--- config.mk ---
export PLATFORM = sky130hd
export DESIGN_NAME = tone_arbiter
export DESIGN_NICKNAME = d
export VERILOG_FILES = /design/src/rtl/simon_pkg.sv /design/src/rtl/arb_channel.sv /design/src/rtl/tone_arbiter.sv
export SDC_FILE = /design/constraint.sdc
export NUM_CORES = 1
export LEC_CHECK = 0
export ABC_CLOCK_PERIOD_IN_PS = 5300
export CAP_MARGIN = 20
export CORE_ASPECT_RATIO = 1.5
export CORE_MARGIN = 5
export CORE_UTILIZATION = 30
export CTS_CLUSTER_DIAMETER = 40
export DETAILED_ROUTE_END_ITERATION = 12
export PLACE_DENSITY = 0.56
export SYNTH_ARGS = -nofsm -noshare
export SYNTH_HDL_FRONTEND = slang
export SYNTH_HIERARCHICAL = 1
export SYNTH_SLANG_ARGS = --single-unit
export TNS_END_PERCENT = 20
--- constraint.sdc ---
create_clock -name clk -period 5.3 [get_ports clk]
set_input_delay 1.06 -clock clk [delete_from_list [all_inputs] [get_ports clk]]
set_output_delay 1.06 -clock clk [all_outputs]
set_load 0.1 [all_outputs]
--- src/rtl/simon_pkg.sv ---
// Shared constants, channel state encoding and priority helper for the tone arbiter.
package simon_pkg;
  localparam int N_REQ = 4;
  localparam int N_CH  = 2;

  localparam logic [3:0] SOUND_1 = 4'b0000;
  localparam logic [3:0] SOUND_2 = 4'b0001;
  localparam logic [3:0] SOUND_3 = 4'b0010;
  localparam logic [3:0] SOUND_4 = 4'b0100;

  typedef enum logic [1:0] {
    IDLE  = 2'd0,
    HOLD  = 2'd1,
    OWNED = 2'd2
  } ch_state_t;

  // Index of the lowest set bit (bit 0 is highest priority); 0 when v is empty.
  function automatic logic [1:0] first_idx(input logic [N_REQ-1:0] v);
    first_idx = 2'd0;
    for (int i = N_REQ - 1; i >= 0; i--) begin
      if (v[i]) first_idx = 2'(i);
    end
  endfunction
endpackage

--- src/rtl/arb_channel.sv ---
// One tone channel: state, owner, minimum-hold counter and registered sound code.
// alloc loads a new owner from IDLE, or replaces the owner while OWNED (preemption).
module arb_channel
  import simon_pkg::*;
#(
  parameter int MIN_HOLD = 16
) (
  input  logic                 clk,
  input  logic                 reset,
  input  logic [N_REQ-1:0]     req,
  input  logic [4*N_REQ-1:0]   req_tone,
  input  logic                 alloc,
  input  logic [1:0]           alloc_idx,
  output ch_state_t            state,
  output logic [N_REQ-1:0]     grant,
  output logic                 on,
  output logic [3:0]           sound
);
  localparam logic [7:0] HOLD_LOAD = 8'(MIN_HOLD - 1);

  logic [1:0] owner;
  logic [7:0] cnt;
  logic       owner_req;

  assign owner_req = req[owner];
  assign on        = (state != IDLE);
  assign grant     = on ? (N_REQ'(1) << owner) : '0;

  always_ff @(posedge clk or negedge reset) begin
    if (!reset) begin
      state <= IDLE;
      owner <= 2'd0;
      cnt   <= 8'd0;
      sound <= 4'd0;
    end else begin
      case (state)
        IDLE: begin
          if (alloc) begin
            state <= HOLD;
            owner <= alloc_idx;
            cnt   <= HOLD_LOAD;
            sound <= req_tone[{alloc_idx, 2'b00} +: 4];
          end else begin
            sound <= 4'd0;
          end
        end
        HOLD: begin
          if (!owner_req) begin
            state <= IDLE;
            cnt   <= 8'd0;
            sound <= 4'd0;
          end else begin
            sound <= req_tone[{owner, 2'b00} +: 4];
            // OWNED is entered on the edge where the counter reaches zero.
            if (cnt <= 8'd1) begin
              state <= OWNED;
              cnt   <= 8'd0;
            end else begin
              cnt <= cnt - 8'd1;
            end
          end
        end
        OWNED: begin
          if (!owner_req) begin
            state <= IDLE;
            sound <= 4'd0;
          end else if (alloc) begin
            state <= HOLD;
            owner <= alloc_idx;
            cnt   <= HOLD_LOAD;
            sound <= req_tone[{alloc_idx, 2'b00} +: 4];
          end else begin
            sound <= req_tone[{owner, 2'b00} +: 4];
          end
        end
        default: begin
          state <= IDLE;
          cnt   <= 8'd0;
          sound <= 4'd0;
        end
      endcase
    end
  end
endmodule

--- src/rtl/tone_arbiter.sv ---
// Two-channel priority tone arbiter; requester 0 wins, grants register one edge after request.
// Optional owner preemption after MIN_HOLD cycles is enabled by TONE_ARB_PREEMPT_EN.
module tone_arbiter
  import simon_pkg::*;
#(
  parameter int MIN_HOLD = 16
) (
  input  logic        clk,
  input  logic        reset,
  input  logic [3:0]  req,
  input  logic [15:0] req_tone,
  output logic [3:0]  grant,
  output logic        ch1_on,
  output logic        ch2_on,
  output logic [3:0]  ch1_sound,
  output logic [3:0]  ch2_sound
);
  localparam logic [N_REQ-1:0] ONE = N_REQ'(1);

  ch_state_t        st1, st2;
  logic [N_REQ-1:0] g1, g2;
  logic [N_REQ-1:0] pend, pend_b, rem;
  logic [1:0]       p1, p2, idx1, idx2;
  logic             alloc1, alloc2;
`ifdef TONE_ARB_PREEMPT_EN
  logic [1:0]       own1, own2, pr;
  logic             q1, q2;
`endif

  assign grant = g1 | g2;

  always_comb begin
    pend   = req & ~grant;
    p1     = first_idx(pend);
    alloc1 = (st1 == IDLE) && (|pend);
    idx1   = p1;
    pend_b = alloc1 ? (pend & ~(ONE << p1)) : pend;
    p2     = first_idx(pend_b);
    alloc2 = (st2 == IDLE) && (|pend_b);
    idx2   = p2;
    rem    = alloc2 ? (pend_b & ~(ONE << p2)) : pend_b;
`ifdef TONE_ARB_PREEMPT_EN
    // Only requesters left over after idle allocation may preempt; the weaker owner loses.
    own1 = first_idx(g1);
    own2 = first_idx(g2);
    pr   = first_idx(rem);
    q1   = (st1 == OWNED) && req[own1] && (|rem) && (pr < own1);
    q2   = (st2 == OWNED) && req[own2] && (|rem) && (pr < own2);
    if (q2 && (!q1 || (own2 > own1))) begin
      alloc2 = 1'b1;
      idx2   = pr;
    end else if (q1) begin
      alloc1 = 1'b1;
      idx1   = pr;
    end
`endif
  end

  arb_channel #(.MIN_HOLD(MIN_HOLD)) u_ch1 (
    .clk       (clk),
    .reset     (reset),
    .req       (req),
    .req_tone  (req_tone),
    .alloc     (alloc1),
    .alloc_idx (idx1),
    .state     (st1),
    .grant     (g1),
    .on        (ch1_on),
    .sound     (ch1_sound)
  );

  arb_channel #(.MIN_HOLD(MIN_HOLD)) u_ch2 (
    .clk       (clk),
    .reset     (reset),
    .req       (req),
    .req_tone  (req_tone),
    .alloc     (alloc2),
    .alloc_idx (idx2),
    .state     (st2),
    .grant     (g2),
    .on        (ch2_on),
    .sound     (ch2_sound)
  );
endmodule

==> impl_results.md <==
* Register-to-Register Path Depth at 12
* Min-delay src: u_ch1/cnt[6]
* Worst-margin pin slew at 0.9902 ns
* Sink Count at 32
* I/O Buffers at 35
* Vias in the first global route at 2171
* Initial core utilization at 30.98%
* Setup Skew at 0.005988 ns
* Final Cycle Share at 74.98%
* Max FO, Critical Path at 13
* Core Region at 8058 µm²
* Worst Hold End: u_ch1/cnt[6]
* DRC Markers at 0
* Total track usage at 13.37%
* Synth Register Bits at 32
* Routability congestion estimate at 0.8413
* Share of Yosys cell area claimed by the top area cell type at 32.08%
* Layout cells sized above 1 at 18.84%
* CTS tree: done
* CP required at 4.24 ns
* Routed vias/inst at 5.572
* Post-synth EDFFs at 0
* Reg2Reg Setup Slack at 1.59 ns
* Worst-path cell chain: nor2_1 -> inv_1 -> nand2_1 -> nor2_1 -> or2_2 -> clkdlybuf4s50_1
* Most used DFF post-synth: dfrtp_1
* First-pass GRT wire length at 11010 µm
* Minimum clock period at 3.974 ns
* Clk buf depth at 2
* FFs w/ async S/R, synth at 100.0%
* Layout fillers at 805
* Largest net degree at the start of global routing at 33
* CP Class: flip-flop to primary output
* Top post-synthesis cells by area: dfrtp_1 (32%), mux4_2 (16%), nand3_1 (3.4%)
* Avg Inst Size Synth at 10.23 µm²
* Slew HR at 33.78%
* Synth warnings at 6
* # diodes at 0
* Crit path arrival time at 2.91 ns
* GRT overflow at 0
* Syn Nets at 270
* Post-Synthesis Cell Area at 2496 µm²
* Initial antenna violation count at 0
* Register area at 800.8 µm²
* Post-CTS Setup Repair Bufs at 0
* Crit path capture type: primary output
* Row count at 40
* Most frequent cells in the layout: clkdlybuf4s50_1 (35), dfrtp_1 (32), mux4_2 (18), nor2_1 (17), nand3_1 (17)
* Status: finished, final reports clean
* Clk pin slew, worst setup/hold paths at 0.05 ns
* Seq/Total Area, Yosys at 32.08%
* Die area at 10280 µm²
* FMAX at 251.7 MHz
* Total routed wirelength at 6467 µm
* WHS Path Cells at 1
* R2r endpoint: u_ch2/sound[3]
* Num CTS Buffers at 5
* DP HPWL at 4986 µm
* Total of max-cap violations at 0
* DR iter-0 viols at 100
* Syn Inst Count at 244
* RSZ-0062 raised after global routing: false
* H-tree depth at 2
* Final number of hold-violating endpoints at 0
* Synth unique cells at 49
* Avg WL per Cell at 16.97 µm
* Most used cell, CP: nor2_1
* Synth area leader: dfrtp_1
* CTS resizes at 0
* Sum Neg Setup Slack at 0 ns
* Hold Crit Class: flip-flop to flip-flop
* Total number of vias at 2123
* Crit path launch type: flip-flop
* Crit Reg-Reg Startpoint: u_ch2/state[0]
* Final setup fails at 0
* Most common library cell in the layout ignoring fill and taps: clkdlybuf4s50_1
* Final ANT Viol Nets at 0
* Worst path slowest cell: clkdlybuf4s50_1
* Crit-path max cell delay at 0.97 ns
* Chip width at 84.48 µm
* Pins Over Slew Limit at 0
* Hold buffer count at cts at 0
* Multi-input logic area at 1575 µm²
* Io pins at 36
* Nets@finish at 302
* Worst-Skew Late Latency at 0.27 ns
* DIE HEIGHT at 121.7 µm
* Root Buffer: clkbuf_16
* Family with the most delay on the worst path: buffers and inverters
* 1st-pass router iterations at 4
* WP buf/inv at 2
* Area added between synthesis and finish at 23.16%
how the worst max path moves through the flow:
stage | from | end | slack [ns] | depth (start not counted)
floorplan | u_ch2/state[0] | u_ch2/sound[0] | 1.27 | 13
global placement | req[2] | u_ch2/sound[3] | 1.39 | 9
detailed placement | req[1] | u_ch1/cnt[6] | 1.36 | 7
CTS | u_ch2/state[0] | grant[2] | 1.32 | 6
global route | u_ch2/state[0] | grant[2] | 1.21 | 6
finish | u_ch2/state[0] | grant[2] | 1.33 | 6
metrics by stage:
step           area (µm²)  utilization (%)  hold WS (ns)  setup WS (ns)  instances
2_1_floorplan        2496                -        0.4515          1.271        244
3_3_place_gp         2922            36.26        0.4709          1.386        374
3_5_place_dp         2922            36.26        0.4738          1.359        374
4_1_cts              3074            38.15        0.4834          1.318        381
5_1_grt              3074            38.15        0.5308          1.213        381
6_report             3074            38.15        0.4875          1.326        381
metal layers:
| layer | part of all wire, % | track usage, % |
|---|---|---|
| met5 | 0 | 0 |
| met4 | 1.1 | 4.257 |
| met3 | 4.3 | 2.774 |
| met2 | 56 | 24.66 |
| met1 | 39 | 15.25 |
state kept, by name, indices dropped and copies added (netlist names):
signal,cells
u_ch2/sound,4
u_ch2/owner,2
u_ch1/sound,4
u_ch1/owner,2
u_ch2/state,2
u_ch1/cnt,8
u_ch1/state,2
u_ch2/cnt,8
final cells by class:
class | instances | share of cell area (%)
repair buffers | 38 | 12.13
clock buffers | 7 | 4.965
multi-input cells | 188 | 51.24
flip-flops and latches | 32 | 26.05
inverters | 11 | 1.343
well taps | 105 | 4.274
cells in the mapped netlist (all sizes together) (3+ instances only):
cell / n
a21o: 9
a21oi: 3
a22oi: 9
and3: 3
buf: 8
clkbuf: 5
dfrtp: 32
ha: 4
inv: 11
mux2: 4
mux4: 18
nand2: 7
nand2b: 6
nand3: 17
nor2: 17
nor2b: 5
nor3: 9
nor3b: 6
nor4: 5
o211ai: 9
o21a: 5
o21ai: 16
o31ai: 6
or2: 6
or4: 3
xnor2: 3
cells by family (layout without fill, tap and decap cells):
logic type / after synthesis / after routing / share of synthesized area [%]
mux: 22 / 22 / 18.05
fa+ha+maj: 5 / 5 / 2.456
compound gates: 69 / 69 / 21.80
buf+inv: 24 / 56 / 4.812
simple gates: 89 / 89 / 19.75
flops: 32 / 32 / 32.08
xor+xnor: 3 / 3 / 1.053
Power is left out: the tool's default activity adds up to more than one toggle a clock period on the data nets, which glitch-free logic cannot reach.
